[src/rtl/trap_ctrl.sv]
// trap_ctrl: machine-mode trap sequencer in front of the CSR file.
// It watches the commit-stage instruction for ecall, illegal instruction,
// mret and a synchronised machine timer interrupt, then emits a single
// CSR write strobe, followed by a single fetch redirect.
//
// Sequence for an accepted event (accept in cycle N):
//   N   : ex_kill squashes the commit and the CSR images are captured
//   N+1 : excp_enter (trap) or excp_exit (mret), with the write data driven
//   N+2 : redirect_valid with redirect_pc
//   N+3 : ex_ready is high again
//
// Handshake: an event is accepted when ex_valid and ex_ready are both high
// in the same cycle. While ex_ready is low, ex_valid is ignored and upstream
// keeps holding the instruction until it is accepted.
//
// Optional build macro TRAP_VECTORED_EN: when it is defined and
// mtvec[1:0]==2'b01, interrupts vector to base + 4*cause. Without it,
// every trap goes to the mtvec base.
module trap_ctrl #(
    parameter int SYNC_STAGES     = 2,
    parameter int RESET_PC_UNUSED = 0
) (
    input  logic        clk,
    input  logic        rst,
    input  logic        ex_valid,
    input  logic [63:0] ex_pc,
    input  logic [31:0] ex_inst,
    input  logic        ex_ecall,
    input  logic        ex_mret,
    input  logic        ex_illegal,
    input  logic        timer_irq,
    input  logic [63:0] mstatus_rd_data,
    input  logic [63:0] mie_rd_data,
    input  logic [63:0] mtvec_rd_data,
    input  logic [63:0] mepc_rd_data,
    output logic        ex_ready,
    output logic        ex_kill,
    output logic        excp_enter,
    output logic        excp_exit,
    output logic [63:0] mstatus_wr_data,
    output logic [63:0] mepc_wr_data,
    output logic [63:0] mcause_wr_data,
    output logic [63:0] mtval_wr_data,
    output logic        redirect_valid,
    output logic [63:0] redirect_pc,
    output logic        mip_mtip,
    output logic [1:0]  dbg_state_o
);

    // Reject illegal parameter settings at elaboration time.
    if (SYNC_STAGES < 2 || SYNC_STAGES > 4 || RESET_PC_UNUSED != 0) begin : g_bad_param
        $error("trap_ctrl: SYNC_STAGES must be 2..4 and RESET_PC_UNUSED must be 0");
    end

    typedef enum logic [1:0] {
        IDLE     = 2'd0,
        ENTER    = 2'd1,
        EXIT     = 2'd2,
        REDIRECT = 2'd3
    } state_e;

    localparam logic [63:0] CAUSE_TIMER   = {1'b1, 63'd7};
    localparam logic [63:0] CAUSE_ILLEGAL = 64'd2;
    localparam logic [63:0] CAUSE_ECALL   = 64'd11;

    state_e                 state_q, state_d;
    logic [SYNC_STAGES-1:0] sync_q;

    logic [63:0] mstatus_q, mstatus_d;
    logic [63:0] mepc_q,    mepc_d;
    logic [63:0] mcause_q,  mcause_d;
    logic [63:0] mtval_q,   mtval_d;
    logic [63:0] redirect_q, redirect_d;

    logic        irq_take;
    logic        accept;
    logic        is_trap;
    logic        vec_sel;
    logic [63:0] trap_base;
    logic [63:0] trap_target;

    // Timer interrupt crosses into the clock domain through a plain flop chain.
    always_ff @(posedge clk or negedge rst) begin
        if (!rst) begin
            sync_q <= '0;
        end else begin
            sync_q <= {sync_q[SYNC_STAGES-2:0], timer_irq};
        end
    end

    assign mip_mtip = sync_q[SYNC_STAGES-1];
    assign irq_take = mip_mtip & mstatus_rd_data[3] & mie_rd_data[7];

    assign ex_ready = (state_q == IDLE);
    assign accept   = ex_valid & ex_ready;
    assign is_trap  = irq_take | ex_illegal | ex_ecall;

    // Gated by rst so the kill stays quiet while the block is held in reset.
    assign ex_kill  = rst & accept & (is_trap | ex_mret);

    assign dbg_state_o = state_q;

    // Vectored interrupt selection; exceptions always land on the base.
`ifdef TRAP_VECTORED_EN
    assign vec_sel = (mtvec_rd_data[1:0] == 2'b01) & mcause_q[63];
`else
    logic unused_mtvec_mode;
    assign unused_mtvec_mode = ^mtvec_rd_data[1:0];
    assign vec_sel = 1'b0;
`endif

    assign trap_base   = {mtvec_rd_data[63:2], 2'b00};
    assign trap_target = vec_sel ? (trap_base + {mcause_q[61:0], 2'b00}) : trap_base;

    // Bits of these inputs carry no meaning for the trap sequence.
    logic unused_inputs;
    assign unused_inputs = ^{mie_rd_data[63:8], mie_rd_data[6:0], ex_pc[1:0]};

    // Capture the CSR images for the accepted event; hold them otherwise.
    always_comb begin
        mstatus_d = mstatus_q;
        mepc_d    = mepc_q;
        mcause_d  = mcause_q;
        mtval_d   = mtval_q;
        if (accept) begin
            if (is_trap) begin
                mstatus_d        = mstatus_rd_data;
                mstatus_d[7]     = mstatus_rd_data[3];
                mstatus_d[3]     = 1'b0;
                mstatus_d[12:11] = 2'b11;
                mepc_d           = {ex_pc[63:2], 2'b00};
                if (irq_take) begin
                    mcause_d = CAUSE_TIMER;
                    mtval_d  = 64'd0;
                end else if (ex_illegal) begin
                    mcause_d = CAUSE_ILLEGAL;
                    mtval_d  = {32'd0, ex_inst};
                end else begin
                    mcause_d = CAUSE_ECALL;
                    mtval_d  = 64'd0;
                end
            end else if (ex_mret) begin
                mstatus_d        = mstatus_rd_data;
                mstatus_d[3]     = mstatus_rd_data[7];
                mstatus_d[7]     = 1'b1;
                mstatus_d[12:11] = 2'b11;
                mepc_d           = 64'd0;
                mcause_d         = 64'd0;
                mtval_d          = 64'd0;
            end
        end
    end

    // Latch the redirect target during the CSR strobe cycle.
    always_comb begin
        redirect_d = redirect_q;
        case (state_q)
            ENTER:   redirect_d = trap_target;
            EXIT:    redirect_d = mepc_rd_data;
            default: redirect_d = redirect_q;
        endcase
    end

    // Capture and redirect registers.
    always_ff @(posedge clk or negedge rst) begin
        if (!rst) begin
            mstatus_q  <= 64'd0;
            mepc_q     <= 64'd0;
            mcause_q   <= 64'd0;
            mtval_q    <= 64'd0;
            redirect_q <= 64'd0;
        end else begin
            mstatus_q  <= mstatus_d;
            mepc_q     <= mepc_d;
            mcause_q   <= mcause_d;
            mtval_q    <= mtval_d;
            redirect_q <= redirect_d;
        end
    end

    // FSM state register.
    always_ff @(posedge clk or negedge rst) begin
        if (!rst) begin
            state_q <= IDLE;
        end else begin
            state_q <= state_d;
        end
    end

    // FSM next state and strobes; write data is zero outside the strobe cycle.
    always_comb begin
        state_d         = state_q;
        excp_enter      = 1'b0;
        excp_exit       = 1'b0;
        redirect_valid  = 1'b0;
        mstatus_wr_data = 64'd0;
        mepc_wr_data    = 64'd0;
        mcause_wr_data  = 64'd0;
        mtval_wr_data   = 64'd0;
        redirect_pc     = 64'd0;
        case (state_q)
            IDLE: begin
                if (accept) begin
                    if (is_trap) begin
                        state_d = ENTER;
                    end else if (ex_mret) begin
                        state_d = EXIT;
                    end
                end
            end
            ENTER: begin
                excp_enter      = 1'b1;
                mstatus_wr_data = mstatus_q;
                mepc_wr_data    = mepc_q;
                mcause_wr_data  = mcause_q;
                mtval_wr_data   = mtval_q;
                state_d         = REDIRECT;
            end
            EXIT: begin
                excp_exit       = 1'b1;
                mstatus_wr_data = mstatus_q;
                mepc_wr_data    = mepc_q;
                mcause_wr_data  = mcause_q;
                mtval_wr_data   = mtval_q;
                state_d         = REDIRECT;
            end
            REDIRECT: begin
                redirect_valid = 1'b1;
                redirect_pc    = redirect_q;
                state_d        = IDLE;
            end
            default: begin
                state_d = IDLE;
            end
        endcase
    end

endmodule
[config.mk]
export PLATFORM = sky130hd
export DESIGN_NAME = trap_ctrl
export DESIGN_NICKNAME = d
export VERILOG_FILES = /design/src/rtl/trap_ctrl.sv
export SDC_FILE = /design/constraint.sdc
export NUM_CORES = 1
export LEC_CHECK = 0
export ABC_AREA = 1
export BUFFER_PORTS_ARGS = -buffer_cell sky130_fd_sc_hd__buf_2
export CAP_MARGIN = 20
export CELL_PAD_IN_SITES_DETAIL_PLACEMENT = 0
export CELL_PAD_IN_SITES_GLOBAL_PLACEMENT = 1
export CORE_AREA = 2 2 271 273
export CTS_CLUSTER_SIZE = 40
export DETAILED_ROUTE_END_ITERATION = 10
export DIE_AREA = 0 0 273 275
export HOLD_SLACK_MARGIN = 0.03
export PLACE_DENSITY_LB_ADDON = 0.1
export SLEW_MARGIN = 20
export SYNTH_ARGS = -nofsm -noshare
export SYNTH_HDL_FRONTEND = slang
export SYNTH_SLANG_ARGS = --single-unit
[constraint.sdc]
create_clock -name clk -period 1.85 [get_ports clk]
set_input_delay 0.555 -clock clk [delete_from_list [all_inputs] [get_ports clk]]
set_output_delay 0.555 -clock clk [all_outputs]
set_load 0.05 [all_outputs]
==> flow_summary.ini <==
[critical_path]
path_class = reg -> out
r2r_setup_slack_ns = -0.23
reg2reg_depth = 9
slowest_stage = dfrtp_2
regToRegEndpoint = redirect_q[63]
critPathMaxStageDelay_ns = 0.40
required_ns = 1.29
start_kind = flip-flop
end_kind = output port
cp_max_fo = 9
timing.rr.start = dbg_state_o[0]
crit_chain = inv_2, ha_4, buf_12, clkbuf_16, buf_4, nand2_2, clkinvlp_4, buf_6
arrival_ns = 2.07

[power_and_ir_drop]
internal-power_mw = 25.46
power.leakage_nw = 10.13
p_sw_mw = 26.40
p_seq_share_pct = 18.4
ir_drop_uv = 1507
netSwitchingFraction_pct = 50.91
combPwrFrac_pct = 69.1
power.density_nw_per_um2 = 2413
clock_power_share_pct = 12.5

[worst_hold_path]
min_path_cells = 1
hold_end = sync_q[0]
hold_start = timer_irq
hold_class = in -> reg

[clock_tree]
cts.path.max_buffers = 3
cts_root_buf = clkbuf_16
cts_tree = yes
clock_latency_ns = 0.53
cts_max_level = 2
path_clk_slew_ns = 0.05
cts_inserted_buffers = 34
cts.sinks = 229

[detailed_routing]
wl_um = 53430
vias = 12037
ant_nets = 0
wl_met3_um = 4285
drc_errors = 0
wl_met2_um = 26230
wl_per_cell_um = 16.70
firstDrtPassIters = 5
topRoutingLayerUsed = met5
viasPerCell = 3.763
m1WireLength_um = 21680
drt_iter0_markers = 540

[timing]
fmax_mhz = 380.8
slew_headroom_pct = 49.75
rsz0062_at_grt = yes
min_period_ns = 2.626
maxSlewViolCount = 0
layout_setup_ws_ns = -0.7758
skew_ns = 0.007234
hold_violations = 0
worstMarginPinSlew_ns = 0.7538
period_share_pct = 141.9
setup_violations = 343
setup_tns_ns = -163.10

[placement]
place_ws_ns = -0.3138
place.gp.congestion = 0.7540
hpwl_um = 37560
io_buffers = 524

[layout]
final_nets = 2575
multiInputGateArea_um2 = 5547
regArea_um2 = 5733
drive_above_1_share_pct = 49.89
final_common_cell = nand2_1
syn_to_final_growth_pct = 79.07
n_fill_cell = 7877
final_cell_mix = 515 x nand2_1, 306 x buf_2, 227 x dfrtp_1, 226 x clkinvlp_4, 120 x buf_6
fin_util_pct = 29.71

[run]
drv_cap = 0

[global_route]
grt_max_degree = 84
grt-ovfl-total = 0
grt_pass1_vias = 12283
grt_usage_pct = 13.60
antenna_found_initial = 16
grt_pass1_wl_um = 77550

[run_status]
violations = negative setup slack
outcome = finished with violations

[floorplan]
core-area_um2 = 72340
die-area_um2 = 75080
die_y_um = 275
io_pins = 687
rows = 99
initial_core_util_pct = 16.59
die_x_um = 273

[synthesis]
ys_seq_area_share_pct = 47.75
yosysWarningCount = 0
synthCells = 1648
avgSynthCellArea_um2 = 7.282
synth_area_um2 = 12000
ys_seq_elements = 229
synth_cell_types = 23
flip-flops by register name, indices dropped and copies added, names as in the netlist:
name         count
redirect_q      64
mstatus_q       63
mtval_q         32
dbg_state_o      2
sync_q           2
mepc_q          62
mcause_q         4
worst max-delay path, delay by kind of cell, from the launching register on:
family / cells / cell delay (ns)
fa+ha+maj: 1 / 0.21
buf+inv: 6 / 0.82
flops: 1 / 0.40
simple gates: 1 / 0.07
metrics by stage:
step	std cells	area (um^2)	power, mW	hold WS (ns)
2_1_floorplan	1740	14130	30.11	0.2594
3_3_place_gp	3104	18260	39.00	0.3336
3_5_place_dp	3104	18260	39.03	0.3379
4_1_cts	3184	20620	50.35	0.08365
5_1_grt	3198	21490	55.11	0.1086
6_report	3199	21490	51.85	0.1330
worst max-delay path by stage:
stage	from	end	slack, ns
5_1_grt	dbg_state_o[1]	mepc_wr_data[3]	-0.86
4_1_cts	dbg_state_o[0]	mstatus_wr_data[53]	-0.84
3_3_place_gp	dbg_state_o[0]	mstatus_wr_data[54]	-0.32
2_1_floorplan	dbg_state_o[1]	mcause_wr_data[63]	-0.52
3_5_place_dp	dbg_state_o[0]	mstatus_wr_data[49]	-0.31
6_report	dbg_state_o[0]	mepc_wr_data[19]	-0.78
synthesized netlist by cell type, drive strengths merged:
cell,number,area (um^2)
nand3,100,510.5
nand2,712,2688
ha,4,50.05
clkbuf,41,153.9
nand4,1,6.260
a21oi,1,8.760
nor2,66,247.7
inv,238,893.4
o21bai,1,7.510
or2,1,6.260
o21ai,37,185.2
buf,154,1122
conb,1,3.750
dfrtp,229,5731
a31oi,62,387.9
routing by layer:
metal | GRT usage (%) | vias up
li1 | - | 5904
met5 | 0 | -
met3 | 4.844 | 77
met2 | 22.93 | 339
met4 | 3.955 | 18
met1 | 16.25 | 5699
final cells by class:
cell class                 count  area share, %
inverter                     238          8.104
timing repair buffer         631          28.69
antenna                        5        0.05822
multi-input combinational   1078          25.81
tap                          959          5.583
clock inverter                 6         0.2562
sequential                   229          26.68
clock buffer                  53          4.821
what timing repair did:
| item | 4_1_cts | 5_1_grt |
|---|---|---|
| gates cloned | 4 | 8 |
| setup buffers | 16 | 3 |
| resized for setup | 312 | 204 |
| pin swaps | 12 | 1 |
| hold buffers | 1 | 0 |
| hold endpoints to repair | 44 | 0 |
| setup endpoints to repair | 297 | 360 |
power by group through the flow:
stage	registers [mW]	clock network (mW)	logic, mW
6_report	9.56	6.48	35.8
2_1_floorplan	9.07	0	21.0
3_5_place_dp	9.31	0	29.7
5_1_grt	9.88	7.02	38.2
3_3_place_gp	9.27	0	29.7
4_1_cts	9.46	6.81	34.1
cells by family (layout without fill, tap and decap cells):
kind of cell	Yosys count	count (layout)	share of synthesized area [%]
simple gates	880	880	28.82
fa+ha+maj	4	4	0.4170
other cells	1	98	0.03125
compound gates	101	101	4.910
flops	229	229	47.75
buf+inv	433	928	18.08
No activity file was read; power rests on OpenSTA's default activity.
